<file path="src/rtl/spi_pkg.sv">
// Shared types and frame layout for the SPI command front end and the
// control-register block it feeds.
package spi_pkg;

  localparam int unsigned FRAME_W  = 32;
  localparam int unsigned CMD_MSB  = 31;
  localparam int unsigned ADDR_MSB = 23;
  localparam int unsigned DATA_MSB = 15;

  typedef enum logic [1:0] {
    IDLE  = 2'd0,
    SHIFT = 2'd1,
    HOLD  = 2'd2
  } spi_state_t;

endpackage

</file>
<file path="src/rtl/spi_frame_slave_if.sv">
// SPI pins plus the frame/response handshake towards the control-register block.
interface spi_frame_slave_if #(
  parameter int unsigned FRAME_W = spi_pkg::FRAME_W
);
  logic               spi_sclk;
  logic               spi_cs_n;
  logic               spi_mosi;
  logic               spi_miso;
  logic [FRAME_W-1:0] spi_rx_data;
  logic               spi_rx_done;
  logic [FRAME_W-1:0] spi_tx_data;
  logic               frame_err;

  modport slave (
    input  spi_sclk, spi_cs_n, spi_mosi, spi_tx_data,
    output spi_miso, spi_rx_data, spi_rx_done, frame_err
  );

  modport master (
    output spi_sclk, spi_cs_n, spi_mosi, spi_tx_data,
    input  spi_miso, spi_rx_data, spi_rx_done, frame_err
  );
endinterface

</file>
<file path="src/rtl/spi_frame_slave_sync_edge.sv">
// Multi-stage pin synchronizer with a reset level and rise/fall detect pulses.
module sync_edge #(
  parameter int unsigned SYNC_STAGES = 2,
  parameter logic        RST_VAL     = 1'b0
) (
  input  logic clk,
  input  logic rst_n,
  input  logic din_i,
  output logic dout_o,
  output logic rise_o_c,
  output logic fall_o_c
);

  logic [SYNC_STAGES-1:0] sync_q;
  logic                   prev_q;

  always_ff @(posedge clk) begin
    if (!rst_n) begin
      sync_q <= {SYNC_STAGES{RST_VAL}};
      prev_q <= RST_VAL;
    end else begin
      sync_q <= {sync_q[SYNC_STAGES-2:0], din_i};
      prev_q <= sync_q[SYNC_STAGES-1];
    end
  end

  assign dout_o   = sync_q[SYNC_STAGES-1];
  assign rise_o_c = sync_q[SYNC_STAGES-1] & ~prev_q;
  assign fall_o_c = ~sync_q[SYNC_STAGES-1] & prev_q;

endmodule

</file>
<file path="src/rtl/spi_frame_slave.sv">
// SPI mode-0 slave: oversampled pins in, 32-bit command frames out, response
// word shifted back MSB first on MISO.
module spi_frame_slave #(
  parameter int unsigned FRAME_W     = 32,
  parameter int unsigned SYNC_STAGES = 2
) (
  input  logic                  clk,
  input  logic                  rst_n,
  spi_frame_slave_if.slave      bus
);
  import spi_pkg::*;

  localparam int unsigned CNT_W = $clog2(FRAME_W) + 1;

  logic sclk_rise, sclk_fall, cs_rise, cs_fall, mosi_sync;
  logic sclk_sync_unused, cs_sync_unused;
  logic [1:0] mosi_edges_unused;

  sync_edge #(.SYNC_STAGES(SYNC_STAGES), .RST_VAL(1'b0)) u_sync_sclk (
    .clk(clk), .rst_n(rst_n), .din_i(bus.spi_sclk),
    .dout_o(sclk_sync_unused), .rise_o_c(sclk_rise), .fall_o_c(sclk_fall)
  );

  sync_edge #(.SYNC_STAGES(SYNC_STAGES), .RST_VAL(1'b1)) u_sync_cs (
    .clk(clk), .rst_n(rst_n), .din_i(bus.spi_cs_n),
    .dout_o(cs_sync_unused), .rise_o_c(cs_rise), .fall_o_c(cs_fall)
  );

  sync_edge #(.SYNC_STAGES(SYNC_STAGES), .RST_VAL(1'b0)) u_sync_mosi (
    .clk(clk), .rst_n(rst_n), .din_i(bus.spi_mosi),
    .dout_o(mosi_sync), .rise_o_c(mosi_edges_unused[0]), .fall_o_c(mosi_edges_unused[1])
  );

  spi_state_t          state_q, state_d;
  logic [CNT_W-1:0]    bit_cnt_q, bit_cnt_d;
  logic [FRAME_W-1:0]  rx_shift_q, rx_shift_d;
  logic [FRAME_W-1:0]  tx_shift_q, tx_shift_d;
  logic [FRAME_W-1:0]  rx_data_q, rx_data_d;
  logic                rx_done_q, rx_done_d;
  logic                frame_err_q, frame_err_d;
  logic                miso_q, miso_d;

  always_ff @(posedge clk) begin
    if (!rst_n) begin
      state_q     <= IDLE;
      bit_cnt_q   <= '0;
      rx_shift_q  <= '0;
      tx_shift_q  <= '0;
      rx_data_q   <= '0;
      rx_done_q   <= 1'b0;
      frame_err_q <= 1'b0;
      miso_q      <= 1'b0;
    end else begin
      state_q     <= state_d;
      bit_cnt_q   <= bit_cnt_d;
      rx_shift_q  <= rx_shift_d;
      tx_shift_q  <= tx_shift_d;
      rx_data_q   <= rx_data_d;
      rx_done_q   <= rx_done_d;
      frame_err_q <= frame_err_d;
      miso_q      <= miso_d;
    end
  end

  // CS_N rising takes priority over any SCLK edge seen in the same cycle.
  always_comb begin
    state_d     = state_q;
    bit_cnt_d   = bit_cnt_q;
    rx_shift_d  = rx_shift_q;
    tx_shift_d  = tx_shift_q;
    rx_data_d   = rx_data_q;
    rx_done_d   = 1'b0;
    frame_err_d = 1'b0;

    case (state_q)
      IDLE: begin
        if (cs_fall) begin
          state_d    = SHIFT;
          tx_shift_d = bus.spi_tx_data;
          bit_cnt_d  = '0;
        end
      end
      SHIFT: begin
        if (cs_rise) begin
          state_d     = IDLE;
          frame_err_d = (bit_cnt_q != '0);
        end else if (sclk_rise) begin
          rx_shift_d = {rx_shift_q[FRAME_W-2:0], mosi_sync};
          bit_cnt_d  = bit_cnt_q + CNT_W'(1);
          if (bit_cnt_q == CNT_W'(FRAME_W - 1)) begin
            rx_data_d = rx_shift_d;
            rx_done_d = 1'b1;
            state_d   = HOLD;
          end
        end else if (sclk_fall) begin
          tx_shift_d = {tx_shift_q[FRAME_W-2:0], 1'b0};
        end
      end
      HOLD: begin
        if (cs_rise) begin
          state_d = IDLE;
        end
      end
      default: state_d = IDLE;
    endcase

    miso_d = (state_d == SHIFT) ? tx_shift_d[FRAME_W-1] : 1'b0;
  end

  assign bus.spi_miso    = miso_q;
  assign bus.spi_rx_data = rx_data_q;
  assign bus.spi_rx_done = rx_done_q;
  assign bus.frame_err   = frame_err_q;

endmodule

</file>
<file path="src/flat_wrapper.sv">
// flat-port wrapper written by rule: the top's interface ports become plain ports
module spi_frame_slave_flat import spi_pkg::*;
#(
  parameter int unsigned FRAME_W     = 32,
  parameter int unsigned SYNC_STAGES = 2
)
  (clk, rst_n, bus_spi_sclk, bus_spi_cs_n, bus_spi_mosi, bus_spi_tx_data, bus_spi_miso, bus_spi_rx_data, bus_spi_rx_done, bus_frame_err);
  spi_frame_slave_if #(.FRAME_W(FRAME_W)) bus_i ();
  input  logic clk;
  input  logic rst_n;
  input wire logic [$bits(bus_i.spi_sclk)-1:0] bus_spi_sclk;
  input wire logic [$bits(bus_i.spi_cs_n)-1:0] bus_spi_cs_n;
  input wire logic [$bits(bus_i.spi_mosi)-1:0] bus_spi_mosi;
  input wire logic [$bits(bus_i.spi_tx_data)-1:0] bus_spi_tx_data;
  output wire logic [$bits(bus_i.spi_miso)-1:0] bus_spi_miso;
  output wire logic [$bits(bus_i.spi_rx_data)-1:0] bus_spi_rx_data;
  output wire logic [$bits(bus_i.spi_rx_done)-1:0] bus_spi_rx_done;
  output wire logic [$bits(bus_i.frame_err)-1:0] bus_frame_err;
  assign bus_i.spi_sclk = bus_spi_sclk;
  assign bus_i.spi_cs_n = bus_spi_cs_n;
  assign bus_i.spi_mosi = bus_spi_mosi;
  assign bus_i.spi_tx_data = bus_spi_tx_data;
  assign bus_spi_miso = bus_i.spi_miso;
  assign bus_spi_rx_data = bus_i.spi_rx_data;
  assign bus_spi_rx_done = bus_i.spi_rx_done;
  assign bus_frame_err = bus_i.frame_err;
  spi_frame_slave #(.FRAME_W(FRAME_W), .SYNC_STAGES(SYNC_STAGES)) u_core (.clk(clk), .rst_n(rst_n), .bus(bus_i));
endmodule
</file>
<file path="config.mk">
export PLATFORM = sky130hd
export DESIGN_NAME = spi_frame_slave_flat
export DESIGN_NICKNAME = d
export VERILOG_FILES = /design/src/rtl/spi_pkg.sv /design/src/rtl/spi_frame_slave_if.sv /design/src/rtl/spi_frame_slave_sync_edge.sv /design/src/rtl/spi_frame_slave.sv /design/src/flat_wrapper.sv
export SDC_FILE = /design/constraint.sdc
export NUM_CORES = 1
export LEC_CHECK = 0
export BUFFER_PORTS_ARGS = -buffer_cell sky130_fd_sc_hd__buf_2
export CAP_MARGIN = 20
export CORE_MARGIN = 5
export CORE_UTILIZATION = 45
export CTS_CLUSTER_DIAMETER = 50
export DETAILED_ROUTE_END_ITERATION = 16
export PLACE_DENSITY = 0.71
export SLEW_MARGIN = 20
export SYNTH_ARGS = -nofsm -noshare
export SYNTH_HDL_FRONTEND = slang
export SYNTH_SLANG_ARGS = --single-unit
</file>
<file path="constraint.sdc">
create_clock -name clk -period 2.3 [get_ports clk]
set_input_delay 0.46 -clock clk [delete_from_list [all_inputs] [get_ports clk]]
set_output_delay 0.46 -clock clk [all_outputs]
set_load 0.02 [all_outputs]
</file>
After elaboration in Yosys (flattened, before gate mapping)
Index checks and enable logic that the tools add are counted.
W data, S select, Z words.
{"block": "word_totals", "input_bits": 37, "elab_cells": 62, "register_bits": 114, "out_inout_bits": 35}
{"block": "op_classes", "bitwise_logic": 12, "n_eq_ne": 9, "reduce_logical": 10, "n_mux": 16, "addsub": 1}
{"cell": "$mux W32", "count": 4}
{"cell": "$pmux W32 S2", "count": 1}
{"cell": "$mux W6", "count": 3}
{"cell": "$pmux W6 S2", "count": 1}
{"cell": "$mux W2", "count": 5}
{"cell": "$not A1 Y1", "count": 8}
{"cell": "$reduce_and A4 Y1", "count": 2}
{"cell": "$add A6 B1 Y6 const B", "count": 1}
{"cell": "$eq A6 B5 Y1 const B", "count": 1}
{"cell": "$ne A2 B1 Y1 const B", "count": 3}
{"cell": "$pmux W2 S3", "count": 1}
{"cell": "$reduce_and A3 Y1", "count": 2}
{"cell": "$reduce_bool A6 Y1", "count": 1}
{"cell": "$reduce_and A5 Y1", "count": 1}
{"cell": "$and A1 B1 Y1", "count": 4}
{"cell": "$eq A2 B1 Y1 const B", "count": 2}
{"cell": "$ne A2 B2 Y1 const B", "count": 2}
{"cell": "$reduce_or A4 Y1", "count": 1}
{"cell": "$eq A2 B2 Y1 const B", "count": 1}
{"cell": "$logic_not A2 Y1", "count": 1}
{"cell": "$reduce_and A2 Y1", "count": 1}
{"cell": "$reduce_bool A2 Y1", "count": 1}
{"cell": "$mux W1", "count": 1}

Longest topological paths before layout
Gate-level depths: netlist (run 1).
{"block": "depth", "ltp_word": 7, "mapped_depth": 8, "ltp_nobuf": 5}

Modules after synthesis
From an unflattened synthesis (run 1), not the netlist that was laid out.
{"block": "hier_totals", "cells_unflattened": 548, "hier_area_um2": 4969.8}
{"module": "spi_frame_slave", "area_each_um2": 4695.8, "instances": 1, "cells_each": 524, "seq_area_each_um2": 2122.0}
{"module": "sync_edge", "area_each_um2": 91.3, "instances": 3, "cells_each": 8, "seq_area_each_um2": 60.1}

Worst setup path after synthesis (run 1)
No wires, ideal clock.
{"block": "synth_timing", "path_type": "reg-to-reg", "from": "register u_core.state_q[0]", "to": "register u_core.tx_shift_q[10]", "setup_time_ns": 0.146, "path_slack_ns": 0.649, "n_path_buf": 2, "arrival_time_ns": 1.505, "required_ns": 2.154, "stages_incl_launch_ff": 7, "path_cell_list": "dfxtp_1 > buf_6 > or4b_4 > o21ai_4 > and2_4 > buf_6 > a211oi_2"}
{"block": "synth_via", "elab_chain_cells": 3}
{"item": "start: declaration", "line": "spi_frame_slave.sv:34", "text": "spi_state_t state_q, state_d;"}
{"item": "start signal: assignment", "line": "spi_frame_slave.sv:54", "text": "state_q <= state_d;"}
{"item": "$eq A2 B1 Y1 / $logic_not A2 Y1 (equally long branches)", "line": "spi_frame_slave.sv:75", "text": "case (state_q)"}
{"item": "$ne A2 B2 Y1 (no line) (tied with other cells)"}
{"item": "$reduce_and A5 Y1 (no line)"}
{"item": "end signal: assignment", "line": "spi_frame_slave.sv:57", "text": "tx_shift_q <= tx_shift_d;"}
{"item": "end: declaration", "line": "spi_frame_slave.sv:37", "text": "logic [FRAME_W-1:0] tx_shift_q, tx_shift_d;"}
Several ways; a longest one is shown, not always the timed one.
A chain may end at the register's enable or synchronous reset.

Final worst setup path (run 1)
{"block": "layout_timing", "from": "register u_core.state_q[0]", "to": "register u_core.tx_shift_q[0]"}
The elaborated chain is that of the path after synthesis.

==> flow_metrics.py, run 1 <==
metrics = {
    "power_and_ir_drop": {
        "p_comb_frac": 0.054,
        "pwr_density_cell_nw_per_um2": 902,
        "pwr-share-seq": 0.408,
        "intPower_mw": 3.92,
        "total_power_mw": 5.05,
        "switchingPower_mw": 1.14,
        "cellLeakagePower_nw": 2.31,
        "clock_power_share": 0.538,
        "switching_share": 0.225,
        "vdd_drop_max_v": 0.000448,
    },
    "cts": {
        "clock_path_buffers": 2,
        "cts_setup_buffers": 0,
        "cts_tree": "built",
        "cts.htree.levels": 4,
        "insertion_delay_ns": 0.51,
        "cts_resized": 0,
        "cts_buffers": 17,
        "ctsHoldBuffers": 0,
        "cts-root-buf": "clkbuf_8",
        "clkTransAtPathRegs_ns": 0.06,
        "cts.sinks": 114,
    },
    "worst_setup_path": {
        "reg2reg_depth": 5,
        "worst-path-max-fanout": 31,
        "start_kind": "register",
        "cp-end-kind": "register",
        "arrival_ns": 2.33,
        "cp_slowest_cell": "or4b_4",
        "cp_cell_sequence": "or4b_4 -> o21ai_4 -> buf_4 -> a21boi_0 -> o21a_1",
        "cp.required_ns": 2.70,
        "slowest_delay_ns": 0.62,
        "crit_type": "register to register",
    },
    "global_route": {
        "grt_max_degree": 50,
        "grt_pass1_wl_um": 16900,
        "track_usage": 0.164,
        "antenna_found_initial": 0,
        "grt-ovfl-total": 0,
        "grt_pass1_vias": 3591,
    },
    "final_layout": {
        "nets": 577,
        "drive_gt1_frac": 0.272,
        "antenna_cells": 0,
        "fillers": 892,
        "seq_area_um2": 2280,
        "stdcell_count": 684,
        "mostFrequentLayoutCell": "dfxtp_1",
        "multi_input_area_um2": 2060,
        "final_cell_mix": "dfxtp_1, nand2_1, buf_2, a21oi_1, nor2_1",
        "area_growth_pct": 22.4,
    },
    "yosys": {
        "yosysTopAreaCellShare": 0.499,
        "synth_edf_count": 0,
        "synthArstFlopShare": 0,
        "yosysWarnings": 0,
        "syn_nets": 515,
        "netlist_area_um2": 4570,
        "ys_types": 39,
        "synth_top_area_cell": "dfxtp_1",
        "synthTopCellsByArea": "dfxtp_1, a211oi_2, a21oi_1",
        "synth_seq_cells": 114,
        "synth_cells": 476,
        "synthFlopType": "dfxtp_1",
        "avgSynthCellArea_um2": 9.61,
        "synth-seq-area-share": 0.499,
    },
    "min_path": {
        "hp-class": "input port to register",
        "min_path_cells": 2,
    },
    "drt": {
        "drt_pre_antenna_iters": 5,
        "drc": 0,
        "wl_per_cell_um": 14.1,
        "ant_nets": 0,
        "via_count": 3600,
        "avgViaCountPerCell": 5.26,
        "drt_iter0_markers": 250,
        "routed_wl_um": 9650,
    },
    "floorplanning": {
        "die_area_um2": 12300,
        "die_w_um": 111,
        "start_util": 0.464,
        "io_pins": 72,
        "fp.dieH_um": 111,
        "core_um2": 9860,
        "row_count": 36,
    },
    "placement": {
        "port_buffers": 71,
        "dp.cells": 652,
        "gp_congestion": 0.825,
        "dp_hpwl_um": 6060,
        "pre_cts_ws_ns": 0.408,
    },
    "timing": {
        "max-slew-margin-rel": 0.617,
        "period_share": 0.839,
        "finalClockSkew_ns": 0.00941,
        "rsz0062_at_grt": "no",
        "fin_crit_ns": 1.93,
        "whs_ns": 0.131,
        "max_freq_mhz": 518,
        "hold_viol_final": 0,
        "tns_ns": 0,
        "setup_viol": 0,
        "worst_pin_slew_ns": 0.575,
        "slew_violations": 0,
        "fin_ws_ns": 0.371,
    },
    "run": {
        "cap_violations": 0,
    },
    "status": {
        "status": "finished clean",
    },
}
-- path summary, 6_finish.rpt --
check                                              from                               endpoint  slack, ns
setup / recovery           u_core.state_q[0]$_SDFF_PN0_      u_core.tx_shift_q[0]$_SDFFE_PN0P_       0.37
hold reg to reg   u_core.u_sync_cs.sync_q[0]$_SDFF_PN1_  u_core.u_sync_cs.sync_q[1]$_SDFF_PN1_       0.41
hold / removal                             bus_spi_cs_n  u_core.u_sync_cs.sync_q[0]$_SDFF_PN1_       0.13
setup reg to reg           u_core.state_q[0]$_SDFF_PN0_      u_core.tx_shift_q[0]$_SDFFE_PN0P_       0.37
-- power groups by stage --
stage / sequential (mW) / combinational [mW] / clock, mW
2_1_floorplan: 2.09 / 0.219 / 0
3_3_place_gp: 2.10 / 0.265 / 0
3_5_place_dp: 2.10 / 0.274 / 0
4_1_cts: 2.06 / 0.276 / 2.77
5_1_grt: 2.06 / 0.302 / 2.88
6_report: 2.06 / 0.275 / 2.72
-- sequential cells by signal, indices dropped and copies added (netlist names) --
register,flops
u_core.bit_cnt_q,6
u_core.u_sync_cs.prev_q,1
u_core.bus.spi_miso,1
u_core.u_sync_mosi.sync_q,2
u_core.rx_shift_q,31
u_core.state_q,2
u_core.u_sync_cs.sync_q,2
u_core.bus.spi_rx_data,32
u_core.bus.frame_err,1
u_core.u_sync_sclk.sync_q,2
u_core.tx_shift_q,32
u_core.u_sync_sclk.prev_q,1
u_core.bus.spi_rx_done,1
-- layer usage --
| layer | vias to the layer above | global-route usage | wire, µm |
|---|---|---|---|
| li1 | 1809 | - | - |
| met1 | 1706 | 0.210 | 4470 |
| met2 | 70 | 0.252 | 4610 |
| met3 | 15 | 0.0524 | 416 |
| met4 | 0 | 0.0747 | 153 |
| met5 | - | 0 | 0 |
-- metrics by stage --
step	utilization	area [µm²]
after detailed placement	0.505	4980
after global placement	0.505	4980
after CTS	0.568	5600
after global routing	0.568	5600
after floorplan	-	4570
final	0.568	5600
-- final cells by class --
cell class | instances | area share
sequential | 114 | 0.408
clock inverter | 14 | 0.0364
multi-input combinational | 318 | 0.368
tap | 133 | 0.0297
timing repair buffer | 82 | 0.0804
inverter | 5 | 0.00357
clock buffer | 18 | 0.0746
-- critical path: cells and delay by family, from the launching register on --
family | cells | cell delay, ns
and+or+nand+nor | 1 | 0.62
DFF | 1 | 0.40
AOI/OAI and AO/OA | 3 | 0.46
buffers and inverters | 1 | 0.33
-- cells by family after synthesis --
group / Yosys count / share of synthesized area
and+or+nand+nor: 146 / 0.148
AOI/OAI and AO/OA: 137 / 0.224
DFF: 114 / 0.499
buffers and inverters: 44 / 0.0520
muxes: 32 / 0.0700
adders and majority gates: 2 / 0.00547
xor gates and xnor gates: 1 / 0.00192
-- synthesized netlist by cell type, types with 2 or more instances --
master and count:
nand4_1 3, nand3_1 5, buf_4 3, or3_1 2, mux2i_1 32, nand2_1 71, a211oi_2 30, a21oi_1 66
nand2b_1 7, nor2b_1 4, or4_1 2, nor2_1 34, buf_6 7, ha_1 2, dfxtp_1 114, buf_2 7
and2_1 9, inv_1 4, a22oi_1 30, o21ai_0 2, and3_1 2, nor3_1 2, clkbuf_1 22
Power figures use the tool's default switching activity.
==> inputs of run 2 (changes only) <==
--- a/config.mk
+++ b/config.mk
@@ -11,7 +11,7 @@
 export CORE_UTILIZATION = 45
 export CTS_CLUSTER_DIAMETER = 50
 export DETAILED_ROUTE_END_ITERATION = 16
-export PLACE_DENSITY = 0.71
+export PLACE_DENSITY = 0.73
 export SLEW_MARGIN = 20
 export SYNTH_ARGS = -nofsm -noshare
 export SYNTH_HDL_FRONTEND = slang
==> constraint.sdc (replaced) <==
create_clock -name clk -period 1.7 [get_ports clk]
set_input_delay 0.34 -clock clk [delete_from_list [all_inputs] [get_ports clk]]
set_output_delay 0.34 -clock clk [all_outputs]
set_load 0.02 [all_outputs]
==> run 2 against run 1 <==
Effect of this change:
- count of clock-buffer cells in the layout is the same
- sequential cell count did not move
- first-iteration DRC count rose by 44%
- global-route usage about the same
- routed wire length grew 7.1%
- critical path depth did not move
- non-clock buffer count rose by 22
- critical path type unchanged
- highest routed layer unchanged
==> flow_metrics.py, run 2 (synthesis results as in run 1) <==
metrics = {
    "status": {
        "status": "finished clean",
    },
    "cts": {
        "clkTransAtPathRegs_ns": 0.05,
        "cts_buffers": 17,
        "clock_path_buffers": 2,
        "cts.sinks": 114,
        "cts-root-buf": "clkbuf_8",
        "insertion_delay_ns": 0.50,
        "cts.htree.levels": 4,
        "cts_tree": "built",
    },
    "drt": {
        "avgViaCountPerCell": 5.31,
        "drc": 0,
        "wl_per_cell_um": 14.6,
        "drt_iter0_markers": 361,
        "drt_pre_antenna_iters": 7,
        "routed_wl_um": 10300,
        "ant_nets": 0,
        "via_count": 3752,
    },
    "placement": {
        "port_buffers": 71,
        "dp_hpwl_um": 6440,
        "gp_congestion": 0.808,
    },
    "timing": {
        "fin_crit_ns": 1.66,
        "setup_viol": 0,
        "period_share": 0.979,
        "finalClockSkew_ns": 0.00879,
        "tns_ns": 0,
        "hold_viol_final": 0,
        "rsz0062_at_grt": "yes",
        "max-slew-margin-rel": 0.708,
        "max_freq_mhz": 601,
        "worst_pin_slew_ns": 0.438,
        "slew_violations": 0,
    },
    "worst_setup_path": {
        "cp_slowest_cell": "or4b_4",
        "cp-end-kind": "register",
        "worst-path-max-fanout": 8,
        "critical_path.top_delay_family": "simple AND/OR/NAND/NOR gates",
        "cp.required_ns": 2.07,
        "worst-path-buf-inv": 1,
        "crit_type": "register to register",
        "cp_cell_sequence": "or4b_4 -> o21ai_4 -> and2_4 -> clkbuf_16 -> a211oi_2",
        "arrival_ns": 2.04,
        "slowest_delay_ns": 0.60,
        "start_kind": "register",
    },
    "global_route": {
        "track_usage": 0.164,
        "grt_pass1_vias": 3627,
        "grt_pass1_wl_um": 17000,
        "grt_max_degree": 46,
        "grt-ovfl-total": 0,
        "antenna_found_initial": 0,
    },
    "floorplanning": {
        "die_w_um": 111,
        "start_util": 0.464,
        "die_area_um2": 12300,
        "row_count": 36,
        "fp.dieH_um": 111,
        "core_um2": 9860,
        "io_pins": 72,
    },
    "min_path": {
        "hp-class": "input port to register",
    },
    "final_layout": {
        "nets": 599,
        "drive_gt1_frac": 0.309,
        "final_cell_mix": "dfxtp_1, nand2_1, buf_2, a21oi_1, nor2_1",
        "area_growth_pct": 28.3,
        "mostFrequentLayoutCell": "dfxtp_1",
        "antenna_cells": 0,
    },
    "power_and_ir_drop": {
        "cellLeakagePower_nw": 2.42,
        "vdd_drop_max_v": 0.000515,
        "pwr_density_cell_nw_per_um2": 1150,
        "total_power_mw": 6.74,
    },
    "run": {
        "cap_violations": 0,
    },
}
run 2: power by group:
group | internal, mW | total, mW | switching [mW]
clock | 2.25 | 3.52 | 1.27
sequential | 2.75 | 2.79 | 0.0399
combinational | 0.195 | 0.434 | 0.239
total | 5.19 | 6.74 | 1.55
run 2: stage by stage:
| stage | hold slack [ns] | util | setup slack (ns) | cells | cell area [µm²] |
|---|---|---|---|---|---|
| after floorplan | 0.386 | - | 0.0487 | 476 | 4570 |
| after global placement | 0.392 | 0.522 | 0.0874 | 667 | 5150 |
| after detailed placement | 0.396 | 0.522 | 0.0256 | 667 | 5150 |
| after CTS | 0.0222 | 0.584 | 0.0234 | 700 | 5760 |
| after global routing | 0.0399 | 0.595 | -0.00799 | 706 | 5870 |
| final | 0.0448 | 0.595 | 0.0353 | 706 | 5870 |
run 2: cell type report:
class	instances	area, µm²
inverter	5	20.0
timing repair buffer	104	718
tap	133	166
multi-input combinational	318	2090
sequential	114	2280
clock buffer	18	418
fill	771	3990
clock inverter	14	179
run 2: metal layers:
| layer | global-route usage | share of wire |
|---|---|---|
| met5 | 0 | 0 |
| met4 | 0.0517 | 0.0079 |
| met3 | 0.0508 | 0.043 |
| met2 | 0.268 | 0.49 |
| met1 | 0.207 | 0.46 |
run 2: path summary, 6_finish.rpt:
kind / start / slack, ns / cells after the start / to
min reg2reg: u_core.u_sync_cs.sync_q[0]$_SDFF_PN1_ / 0.40 / 1 / u_core.u_sync_cs.sync_q[1]$_SDFF_PN1_
max: u_core.state_q[1]$_SDFF_PN0_ / 0.04 / 5 / u_core.tx_shift_q[13]$_SDFFE_PN0P_
max reg2reg: u_core.state_q[1]$_SDFF_PN0_ / 0.04 / 5 / u_core.tx_shift_q[13]$_SDFFE_PN0P_
min: bus_spi_mosi / 0.04 / 2 / u_core.u_sync_mosi.sync_q[0]$_SDFF_PN0_
run 2: worst reg2reg max path: cells and delay by family (launching register included):
family          cells  cell delay (ns)
flops               1             0.36
simple gates        2             0.83
buf+inv             1             0.17
compound gates      2             0.18
run 2: timing repair:
| item | CTS | global route |
|---|---|---|
| cloned | 0 | 3 |
| pin swaps | 0 | 4 |
| endpoints found under the hold margin | 1 | 0 |
| setup endpoints to repair | 1 | 56 |
| resized for setup | 1 | 9 |
| hold buffers | 1 | 0 |
| buffers inserted | 0 | 3 |
==> inputs of run 3 (changes only) <==
--- a/config.mk
+++ b/config.mk
@@ -11,8 +11,7 @@
 export CORE_UTILIZATION = 45
 export CTS_CLUSTER_DIAMETER = 50
 export DETAILED_ROUTE_END_ITERATION = 16
-export PLACE_DENSITY = 0.73
-export SLEW_MARGIN = 20
+export PLACE_DENSITY = 0.78
 export SYNTH_ARGS = -nofsm -noshare
 export SYNTH_HDL_FRONTEND = slang
 export SYNTH_SLANG_ARGS = --single-unit
==> constraint.sdc (replaced) <==
create_clock -name clk -period 1.7 [get_ports clk]
set_input_delay 0.255 -clock clk [delete_from_list [all_inputs] [get_ports clk]]
set_output_delay 0.255 -clock clk [all_outputs]
set_load 0.02 [all_outputs]
==> run 3 against run 2 <==
Effect of this change:
- cell count decreased by 0.99%
- via count decreased by 1.4%
- largest cell class unchanged
- critical path type unchanged
- critical endpoint is now u_core.tx_shift_q[5]$_SDFFE_PN0P_
- setup slack improved by 0.034 ns
- clock power decreased by 6.5%
- sequential cell count unchanged
- first-iteration DRC count increased by 4.4%
==> flow_metrics.py, run 3 (synthesis results as in run 1) <==
metrics = {
    "floorplanning": {
        "die_w_um": 111,
        "core_um2": 9860,
        "die_area_um2": 12300,
        "io_pins": 72,
        "start_util": 0.464,
        "row_count": 36,
        "fp.dieH_um": 111,
    },
    "power_and_ir_drop": {
        "vdd_drop_max_v": 0.000644,
        "pwr_density_cell_nw_per_um2": 1120,
        "cellLeakagePower_nw": 2.41,
    },
    "timing": {
        "setup_viol": 0,
        "finalClockSkew_ns": 0.00837,
        "slew_violations": 0,
        "max-slew-margin-rel": 0.753,
        "fin_crit_ns": 1.63,
        "period_share": 0.959,
        "max_freq_mhz": 613,
        "fin_ws_ns": 0.0694,
        "hold_viol_final": 0,
        "worst_pin_slew_ns": 0.368,
    },
    "final_layout": {
        "fillers": 800,
        "drive_gt1_frac": 0.295,
        "area_growth_pct": 27.0,
        "final_cell_mix": "dfxtp_1, nand2_1, buf_2, a21oi_1, nor2_1",
        "stdcell_count": 699,
        "multi_input_area_um2": 2080,
        "seq_area_um2": 2280,
        "antenna_cells": 0,
        "nets": 597,
        "mostFrequentLayoutCell": "dfxtp_1",
    },
    "worst_setup_path": {
        "cp_cell_sequence": "or4b_4 -> o21ai_4 -> and2_4 -> buf_12 -> a211oi_2",
        "crit_type": "register to register",
        "cp_slowest_cell": "or4b_4",
        "reg2reg_depth": 5,
        "start_kind": "register",
        "critical_path.top_delay_family": "simple AND/OR/NAND/NOR gates",
        "cp-startpoint": "u_core.state_q[0]$_SDFF_PN0_",
        "r2r-end": "u_core.tx_shift_q[5]$_SDFFE_PN0P_",
        "cp.required_ns": 2.08,
        "slowest_delay_ns": 0.58,
        "worst-path-max-fanout": 17,
        "arrival_ns": 2.01,
        "cp-end-kind": "register",
        "worst-path-buf-inv": 1,
        "critical_path_depth": 5,
        "reg2reg_from": "u_core.state_q[0]$_SDFF_PN0_",
        "crit_end": "u_core.tx_shift_q[5]$_SDFFE_PN0P_",
        "rrSetupSlack_ns": 0.07,
    },
    "placement": {
        "gp_congestion": 0.846,
        "dp_hpwl_um": 6440,
        "port_buffers": 71,
        "pre_cts_ws_ns": -0.00249,
        "dp.cells": 664,
    },
    "global_route": {
        "grt_pass1_vias": 3712,
        "track_usage": 0.164,
        "grtUsageMet1": 0.198,
        "grt_pass1_wl_um": 17000,
        "busiest_layer": "met2",
        "grt-ovfl-total": 0,
        "grt_max_degree": 65,
        "grt_util_met2": 0.273,
        "met3_usage": 0.0469,
        "antenna_found_initial": 0,
    },
    "drt": {
        "drc": 0,
        "via_count": 3700,
        "avgViaCountPerCell": 5.29,
        "ant_nets": 0,
        "routed_wl_um": 10000,
        "drt_iter0_markers": 377,
        "drt_pre_antenna_iters": 4,
        "wl_per_cell_um": 14.4,
    },
    "status": {
        "status": "finished clean",
    },
    "cts": {
        "cts_tree": "built",
        "cts.htree.levels": 4,
        "cts.sinks": 114,
        "insertion_delay_ns": 0.51,
        "cts_buffers": 17,
        "clock_path_buffers": 2,
        "cts-root-buf": "clkbuf_8",
        "clkTransAtPathRegs_ns": 0.05,
    },
    "run": {
        "cap_violations": 0,
    },
    "min_path": {
        "hp-class": "input port to register",
    },
}
## run 3: cell count changes in the layout (fill, tap and decap cells not counted), moves of 3 or more
| cell | before | now |
|---|---|---|
| buf_4 | 22 | 16 |
| clkinv_4 | 4 | 0 |
| clkbuf_8 | 1 | 5 |
| inv_6 | 3 | 0 |
| buf_6 | 2 | 5 |
## run 3: area by class of cell
cell class	count	area share
Inverter	5	0.00345
Timing Repair Buffer	102	0.122
Sequential cell	114	0.393
Clock buffer	21	0.0808
Clock inverter	6	0.0142
Tap cell	133	0.0286
Multi-Input combinational cell	318	0.358
## run 3: power breakdown
part           internal [mW]  switching (mW)  total (mW)  leakage, nW
clock                   2.18            1.10        3.29        0.273
sequential              2.75          0.0394        2.79        0.924
combinational          0.191           0.233       0.424         1.22
total                   5.12            1.37        6.50         2.41
## run 3: how the worst min path moves through the flow
stage	from	endpoint	slack, ns	cells past startpoint
after floorplan	rst_n	u_core.u_sync_cs.sync_q[1]$_SDFF_PN1_	0.33	1
after global placement	u_core.u_sync_cs.sync_q[0]$_SDFF_PN1_	u_core.u_sync_cs.sync_q[1]$_SDFF_PN1_	0.40	1
after detailed placement	u_core.u_sync_cs.sync_q[0]$_SDFF_PN1_	u_core.u_sync_cs.sync_q[1]$_SDFF_PN1_	0.40	1
after CTS	rst_n	u_core.u_sync_cs.sync_q[0]$_SDFF_PN1_	0.07	2
after global routing	bus_spi_tx_data[0]	u_core.tx_shift_q[0]$_SDFFE_PN0P_	0.07	3
final	rst_n	u_core.u_sync_cs.sync_q[0]$_SDFF_PN1_	0.08	2
## run 3: per-stage QoR
stage | setup TNS [ns] | total power, mW | utilization | hold WS [ns] | instance area [µm²]
global placement | 0 | 3.23 | 0.521 | 0.398 | 5140
global route | -0.101 | 6.73 | 0.589 | 0.0740 | 5810
finish | 0 | 6.50 | 0.589 | 0.0805 | 5810
detailed placement | -0.00249 | 3.25 | 0.521 | 0.402 | 5140
CTS | 0 | 6.55 | 0.580 | 0.0656 | 5730
floorplan | 0 | 3.13 | - | 0.328 | 4570
## run 3: timing repair
| item | in CTS | in global routing |
|---|---|---|
| hold buffers | 3 | 0 |
| setup buffers | 0 | 3 |
| endpoints found under the setup margin | 0 | 81 |
| resized for setup | 0 | 9 |
| endpoints found under the hold margin | 3 | 0 |
## run 3: layer usage
layer	wire, µm	up-vias
met3	475	15
met4	169	0
met2	4900	78
met1	4490	1759
li1	-	1848
met5	0	-
